<file path="src/rtl/cpu31_pkg.sv">
// cpu31_pkg: shared next-PC select codes, fetch state encoding and reset PC
package cpu31_pkg;

    localparam logic [1:0] PC_SEL_SEQ = 2'b00;
    localparam logic [1:0] PC_SEL_JR  = 2'b01;
    localparam logic [1:0] PC_SEL_BR  = 2'b10;
    localparam logic [1:0] PC_SEL_J   = 2'b11;

    localparam logic [1:0] S_FETCH = 2'd0;
    localparam logic [1:0] S_EXEC  = 2'd1;
    localparam logic [1:0] S_HALT  = 2'd2;

    localparam logic [31:0] DEFAULT_RESET_PC = 32'h0040_0000;

endpackage

</file>
<file path="src/rtl/next_pc_calc.sv">
// next_pc_calc: combinational next-PC mux for seq, jr, branch-taken and j/jal
module next_pc_calc
    import cpu31_pkg::*;
(
    input  logic [31:0] pc,
    input  logic [25:0] instr,
    input  logic [31:0] rs_data,
    input  logic [1:0]  pc_sel,
    output logic [31:0] next_pc,
    output logic        misalign
);

    logic [31:0] pc4;
    logic [31:0] br_off;

    // Branch offset is the sign-extended word displacement; jump keeps pc+4's top nibble
    always_comb begin
        pc4      = pc + 32'd4;
        br_off   = {{14{instr[15]}}, instr[15:0], 2'b00};
        next_pc  = (pc_sel == PC_SEL_SEQ) ? pc4 :
                   (pc_sel == PC_SEL_JR)  ? rs_data :
                   (pc_sel == PC_SEL_BR)  ? pc4 + br_off :
                                            {pc4[31:28], instr, 2'b00};
        misalign = (pc_sel == PC_SEL_JR) && (rs_data[1:0] != 2'b00);
    end

endmodule

</file>
<file path="src/rtl/fetch_unit.sv">
// fetch_unit: PC owner, imem req/ack fetch and instruction register; FETCH_TIMEOUT_EN adds a fetch watchdog
module fetch_unit
    import cpu31_pkg::*;
#(
    parameter logic [31:0] RESET_PC       = DEFAULT_RESET_PC,
    parameter int unsigned TIMEOUT_CYCLES = 16
)
(
    input  logic        clk,
    input  logic        rst,
    output logic        imem_req,
    output logic [31:0] imem_addr,
    input  logic        imem_ack,
    input  logic [31:0] imem_rdata,
    output logic [31:0] instr,
    output logic        instr_valid,
    output logic [31:0] pc,
    output logic [31:0] pc_plus4,
    input  logic [1:0]  pc_sel,
    input  logic [31:0] rs_data,
    input  logic        exec_done,
    input  logic        halt_req,
    output logic        halted,
    output logic        addr_err,
    output logic        fetch_err
);

    logic [1:0]  state_q, state_d;
    logic [31:0] pc_q, pc_d;
    logic [31:0] instr_q, instr_d;
    logic        addr_err_q, addr_err_d;
    logic [31:0] next_pc;
    logic        misalign;
`ifdef FETCH_TIMEOUT_EN
    logic [31:0] cnt_q, cnt_d;
    logic        fetch_err_q, fetch_err_d;
`endif

    next_pc_calc u_next_pc (
        .pc       (pc_q),
        .instr    (instr_q[25:0]),
        .rs_data  (rs_data),
        .pc_sel   (pc_sel),
        .next_pc  (next_pc),
        .misalign (misalign)
    );

    // Fetch/execute/halt sequencing and PC commit
    always_comb begin
        state_d    = state_q;
        pc_d       = pc_q;
        instr_d    = instr_q;
        addr_err_d = addr_err_q;
`ifdef FETCH_TIMEOUT_EN
        cnt_d       = cnt_q;
        fetch_err_d = fetch_err_q;
`endif
        if (state_q == S_FETCH) begin
            if (imem_ack) begin
                instr_d = imem_rdata;
                state_d = S_EXEC;
            end
`ifdef FETCH_TIMEOUT_EN
            else if (cnt_q + 32'd1 == TIMEOUT_CYCLES) begin
                fetch_err_d = 1'b1;
                state_d     = S_HALT;
            end else begin
                cnt_d = cnt_q + 32'd1;
            end
`endif
        end else if (state_q == S_EXEC && exec_done) begin
            pc_d       = next_pc;
            addr_err_d = addr_err_q | misalign;
            state_d    = (halt_req || misalign) ? S_HALT : S_FETCH;
`ifdef FETCH_TIMEOUT_EN
            cnt_d = '0;
`endif
        end
    end

    // State registers with synchronous reset
    always_ff @(posedge clk) begin
        if (rst) begin
            state_q    <= S_FETCH;
            pc_q       <= RESET_PC;
            instr_q    <= '0;
            addr_err_q <= 1'b0;
`ifdef FETCH_TIMEOUT_EN
            cnt_q       <= '0;
            fetch_err_q <= 1'b0;
`endif
        end else begin
            state_q    <= state_d;
            pc_q       <= pc_d;
            instr_q    <= instr_d;
            addr_err_q <= addr_err_d;
`ifdef FETCH_TIMEOUT_EN
            cnt_q       <= cnt_d;
            fetch_err_q <= fetch_err_d;
`endif
        end
    end

    assign imem_req    = (state_q == S_FETCH);
    assign instr_valid = (state_q == S_EXEC);
    assign halted      = (state_q == S_HALT);
    assign imem_addr   = pc_q;
    assign pc          = pc_q;
    assign pc_plus4    = pc_q + 32'd4;
    assign instr       = instr_q;
    assign addr_err    = addr_err_q;
`ifdef FETCH_TIMEOUT_EN
    assign fetch_err = fetch_err_q;
`else
    assign fetch_err = 1'b0;
`endif

endmodule

</file>
<file path="config.mk">
export PLATFORM = sky130hd
export DESIGN_NAME = fetch_unit
export DESIGN_NICKNAME = d
export VERILOG_FILES = /design/src/rtl/cpu31_pkg.sv /design/src/rtl/next_pc_calc.sv /design/src/rtl/fetch_unit.sv
export SDC_FILE = /design/constraint.sdc
export NUM_CORES = 1
export LEC_CHECK = 0
export CAP_MARGIN = 20
export CORE_MARGIN = 2
export CORE_UTILIZATION = 43
export CTS_CLUSTER_DIAMETER = 80
export CTS_CLUSTER_SIZE = 20
export DETAILED_ROUTE_END_ITERATION = 6
export PLACE_DENSITY = 0.79
export SYNTH_ARGS = -nofsm -noshare
export SYNTH_HDL_FRONTEND = slang
export SYNTH_HIERARCHICAL = 1
export SYNTH_SLANG_ARGS = --single-unit
</file>
<file path="constraint.sdc">
create_clock -name clk -period 3.9 [get_ports clk]
set_input_delay 0.39 -clock clk [delete_from_list [all_inputs] [get_ports clk]]
set_output_delay 0.39 -clock clk [all_outputs]
set_load 0.02 [all_outputs]
</file>
==> results.ini, run 1 <==
[critical_path]
critPathRequiredTime_ps = 4120
cp_top_family = compound AO/OA/AOI/OAI gates
critPathLaunchType = flop
cp-startpoint = imem_addr[4]
crit_buf_inv = 0
slowest_delay_ps = 460
path_class = flop to flop
end_kind = flop
crit_slowest_cell = mux4_2
path_cells = and4_4 -> nand4_4 -> and2b_2 -> nand3_1 -> xnor2_1 -> ha_1 -> o21ai_0 -> o21bai_1 -> a21o_1 -> a21o_1 -> a311o_1 -> a21oi_1 -> xnor2_1 -> mux4_2 -> nand2_1 -> a21oi_1
arrival_ps = 3950
timing.rr.start = imem_addr[4]
cp_max_fo = 5

[layout]
fillCellCount = 1215
drive_gt1_frac = 0.122
final_core_util = 0.624
diodes = 0
multi_input_area_um2 = 4390
layout_commonest_cell = clkdlybuf4s50_1
layout_common_cells = clkdlybuf4s50_1 (199), nand2_1 (168), a21oi_1 (88)
seqCellArea_um2 = 1350
final_area_um2 = 8700
synthToLayoutAreaGrowth_pct = 41.0
stdcell_count = 1157
nets = 1082

[yosys]
ys_ff_latch = 67
synth_fp_nets = 896
syn_area_um2 = 6170
synth-async-reset-ratio = 0
yosysWarnings = 6
ys_seq_area_frac = 0.217
synth_cell_types = 61
synth_cells = 786
synth_ff_type = dfxtp_1
synth_edf_count = 0
syn_area_per_cell_um2 = 7.85

[die]
core_area_um2 = 13900
initial_utilization = 0.443
rows = 43
die_h_um = 124
ios = 204
fp.dieW_um = 124
dieArea_um2 = 15300

[sta]
maxSlewHeadroom = 0.343
fin_tns_setup_ps = 0
setup_viol_count_final = 0
tightest_slew_ps = 985
timing.final.hold_violations = 0
clock_skew_ps = 10.8
final.min_clock_period_ps = 3740
max_freq_ghz = 0.268
period_share = 0.958
slew_violations = 0

[detailed_routing]
wl_um = 20700
ant_nets = 0
avgRoutedWirePerCell_um = 17.9
drc = 0
drt_iter0_drc = 595
via_per_inst = 5.67
via_count = 6564
drt_first_pass_iters = 5

[clock_network]
clkSinkCount = 67
clk_pin_slew_ps = 60
numCtsBuffers = 9
cts_tree = yes
cts_max_path_buffers = 2
cts_hold_buf = 0
clock_latency_ps = 340
htreeDepth = 3
clockRootBuffer = clkbuf_16

[outcome]
status = completed

[global_route]
grt_max_degree = 48
grt_pass1_vias = 6247
grt_usage = 0.269
antenna_found_initial = 0
grt_pass1_wl_um = 32000
grt_overflow_total = 0

[place]
dpl.cell_count = 1139
place_area_um2 = 8320
gp_congestion = 0.997
post-dp-hpwl_um = 15400
io_buffers = 202

[flow_run]
drv_cap = 0

[power]
peakVddDrop_v = 0.000173
p_leak_nw = 3.55
p_total_w = 0.00227
cellPowerDensity_nw_per_um2 = 260

[min_path]
worstHoldStart = instr[26]
hold_path.class = flop to flop

[through the flow]
stage | hold slack [ps] | setup slack, ps
3_5_place_dp | 449 | 62.0
4_1_cts | 457 | 55.0
3_3_place_gp | 442 | 175
6_report | 456 | 165
5_1_grt | 477 | -15.2
2_1_floorplan | 492 | 67.9
[path summary, 6_finish.rpt]
check | to | slack, ps | depth (start not counted)
max | imem_addr[25] | 160 | 16
min | instr[26] | 460 | 2
max reg2reg | imem_addr[25] | 160 | 16
min reg2reg | instr[26] | 460 | 2
[area by class of cell]
class                   count  share of cell area
flip-flops and latches     67               0.155
well taps                 180              0.0259
repair buffers            247               0.270
multi-input cells         629               0.505
clock buffers              12              0.0283
clock inverters             4             0.00849
inverters                  18             0.00777
[registers in the layout, indices dropped and copies added (netlist names)]
register / count
imem_addr: 32
instr: 32
state_q: 2
addr_err: 1
[worst reg2reg max path: stages (launching register included)]
cell      delay [ps]
dfxtp_2          330
and4_4           260
nand4_4          110
and2b_2          270
nand3_1          130
xnor2_1          220
ha_1             320
o21ai_0          180
o21bai_1          90
a21o_1           180
a21o_1           210
a311o_1          420
a21oi_1          210
xnor2_1          110
mux4_2           460
nand2_1           70
a21oi_1           60
[cells in the mapped netlist, types with 7 or more instances]
library cell  count  area, um2
ha_1             38        475
a21oi_1          88        440
xor2_1           31        272
a21o_1           19        143
xnor2_1          47        412
and3_1            7       43.8
nor2b_1           9       56.3
dfxtp_1          67       1340
nand2_1         169        634
inv_1            18       67.6
clkbuf_1         28        105
nand3_1          30        150
o21ai_0          16       80.1
o211ai_1          8       60.1
nand4_1          16        100
nor2_1           37        139
buf_1             7       26.3
mux4_2           26        586
buf_4            35        263
[per-layer routing]
layer,part of all wire,vias to the layer above,global-route usage
li1,-,3117,-
met1,0.43,3126,0.351
met2,0.46,287,0.431
met3,0.084,34,0.0600
met4,0.027,0,0.107
met5,0,-,0
[repair_timing]
item | 4_1_cts | 5_1_grt
hold endpoints to repair | 0 | 0
gates resized for setup | 0 | 10
endpoints found under the setup margin | 0 | 6
buffers inserted | 0 | 2
[kinds of logic after synthesis]
| group | count (synthesis) | synth area share |
|---|---|---|
| flops | 67 | 0.217 |
| buf+inv | 90 | 0.0765 |
| compound gates | 163 | 0.161 |
| mux | 33 | 0.107 |
| other cells | 1 | 0.000608 |
| xor+xnor | 79 | 0.115 |
| fa+ha+maj | 39 | 0.0803 |
| simple gates | 314 | 0.243 |
[where the power goes]
group	internal (W)	switching, W	total [W]
Clock	0.000578	0.000313	0.000890
Combinational	0.000300	0.000319	0.000619
Sequential	0.000719	0.0000369	0.000756
Total	0.00160	0.000668	0.00227
Power figures use the tool's default switching activity.
==> run 2, diff against run 1 <==
Settings changed: SETUP_SLACK_MARGIN set to 0.05.
==> run 2 against run 1 <==
The run now ends with design-rule violations left; clock skew about the same; register-to-register slack hardly changed; sequential power barely moved; critical endpoint unchanged; largest cell class unchanged; largest power group unchanged; highest routed layer unchanged.
==> results.ini, run 2 (synthesis results as in run 1) <==
[sta]
grt_setup_unrepaired = true
maxSlewHeadroom = 0.340  ; -0.00368
timing.final.ws_setup_ps = 172  ; +7.54 ps
final.min_clock_period_ps = 3730  ; -7.54 ps
tightest_slew_ps = 991  ; +5.52 ps
clock_skew_ps = 10.9  ; +0.100 ps
max_freq_ghz = 0.268  ; +0.20%
timing.final.hold_violations = 0  ; unchanged
setup_viol_count_final = 0  ; unchanged
slew_violations = 0  ; unchanged
period_share = 0.956  ; -0.00193

[flow_run]
drv_cap = 0  ; unchanged

[detailed_routing]
drc = 1  ; +1
via_per_inst = 5.64  ; -0.59%
avgRoutedWirePerCell_um = 17.9  ; about the same
drt_iter0_drc = 536  ; -9.9%
via_count = 6531  ; -0.50%
wl_um = 20700  ; +0.11%
ant_nets = 0  ; unchanged
drt_first_pass_iters = 7  ; +2

[power]
peakVddDrop_v = 0.000175  ; +0.87%
p_leak_nw = 3.56  ; +0.43%
cellPowerDensity_nw_per_um2 = 260  ; -0.19%

[clock_network]
cts_tree = yes
clkSinkCount = 67  ; unchanged
numCtsBuffers = 9  ; unchanged
clock_latency_ps = 350  ; about the same
htreeDepth = 3  ; unchanged
clockRootBuffer = clkbuf_16
cts_hold_buf = 0  ; unchanged
cts_max_path_buffers = 2  ; unchanged
clk_pin_slew_ps = 60  ; about the same

[place]
place_area_um2 = 8320  ; unchanged
dp_slack_ps = 62.0  ; unchanged
io_buffers = 202  ; unchanged
post-dp-hpwl_um = 15400  ; unchanged
gp_congestion = 0.997  ; unchanged

[layout]
seqCellArea_um2 = 1350  ; unchanged
fillCellCount = 1215  ; unchanged
synthToLayoutAreaGrowth_pct = 41.4
diodes = 0  ; unchanged
nets = 1083  ; +0.092%
layout_common_cells = clkdlybuf4s50_1 (199), nand2_1 (168), a21oi_1 (88)
multi_input_area_um2 = 4410  ; +0.46%
final_area_um2 = 8720  ; +0.32%
drive_gt1_frac = 0.127  ; +0.00499
layout_commonest_cell = clkdlybuf4s50_1

[global_route]
grt_max_degree = 48  ; unchanged
grt_usage = 0.269  ; unchanged
grt_pass1_vias = 6247  ; unchanged
antenna_found_initial = 0  ; unchanged
grt_overflow_total = 0  ; unchanged
grt_pass1_wl_um = 32000  ; unchanged

[critical_path]
end_kind = flop
path_class = flop to flop
cp_max_fo = 5  ; unchanged
critPathLaunchType = flop
critPathRequiredTime_ps = 4120  ; about the same
arrival_ps = 3950  ; about the same

[outcome]
status = finished, violations left
violations = design-rule violations

[die]
rows = 43  ; unchanged
die_h_um = 124  ; unchanged
dieArea_um2 = 15300  ; unchanged
fp.dieW_um = 124  ; unchanged
core_area_um2 = 13900  ; unchanged
ios = 204  ; unchanged
initial_utilization = 0.443  ; unchanged

[min_path]
hold_path.class = flop to flop

[run 2: changes by cell type in the layout (fill, tap and decap cells not counted)]
cell      delta
a211oi_1     -1
a211oi_2     +1
a22oi_1      -1
a22oi_2      +1
buf_4        +1
nor2_1       -1
nor2_2       +1
xnor2_1      -1
xnor2_2      +1
[run 2: metrics by stage]
step	instances	hold slack, ps	total power, W	util	TNS (ps)
floorplan	786	492	0.00112	-	0
global route	1158	477	0.00236	0.626	-20.7
global placement	1139	442	0.00138	0.597	0
detailed placement	1139	449	0.00138	0.597	0
finish	1158	456	0.00227	0.626	0
CTS	1155	457	0.00228	0.620	0
[run 2: worst paths after layout]
kind	from	slack (ps)	cells past startpoint	endpoint
min reg2reg	instr[26]	460	2	instr[26]
min	instr[26]	460	2	instr[26]
max	imem_addr[4]	170	16	imem_addr[25]
max reg2reg	imem_addr[4]	170	16	imem_addr[25]
[run 2: critical path: stages, from the launching register on]
cell	delay, ps
dfxtp_2	330
and4_4	260
nand4_4	110
and2b_2	270
nand3_1	150
xnor2_2	170
ha_1	350
o21ai_0	180
o21bai_1	80
a21o_1	180
a21o_1	210
a311o_1	420
a21oi_1	210
xnor2_1	100
mux4_2	460
nand2_1	70
a21oi_1	60
[run 2: routing by layer]
metal,up-vias,GRT usage,wire [um]
met3,41,0.0600,1830
met5,-,0,0
li1,3116,-,-
met1,3073,0.351,8890
met4,0,0.107,581
met2,301,0.431,9420
[run 2: area by class of cell]
| class | instances | area share |
|---|---|---|
| timing repair buffer | 248 | 0.270 |
| clock inverter | 4 | 0.00846 |
| multi-input combinational | 629 | 0.506 |
| tap | 180 | 0.0258 |
| clock buffer | 12 | 0.0283 |
| sequential | 67 | 0.154 |
| inverter | 18 | 0.00774 |
[run 2: timing repair]
action,in CTS,in global routing
endpoints found under the setup margin,0,8
buffers inserted,0,3
resized for setup,0,14
[run 2: power breakdown]
group,switching (W),total (W),internal (W)
clock network,0.000314,0.000891,0.000578
registers,0.0000368,0.000756,0.000719
logic,0.000320,0.000621,0.000301
total,0.000670,0.00227,0.00160
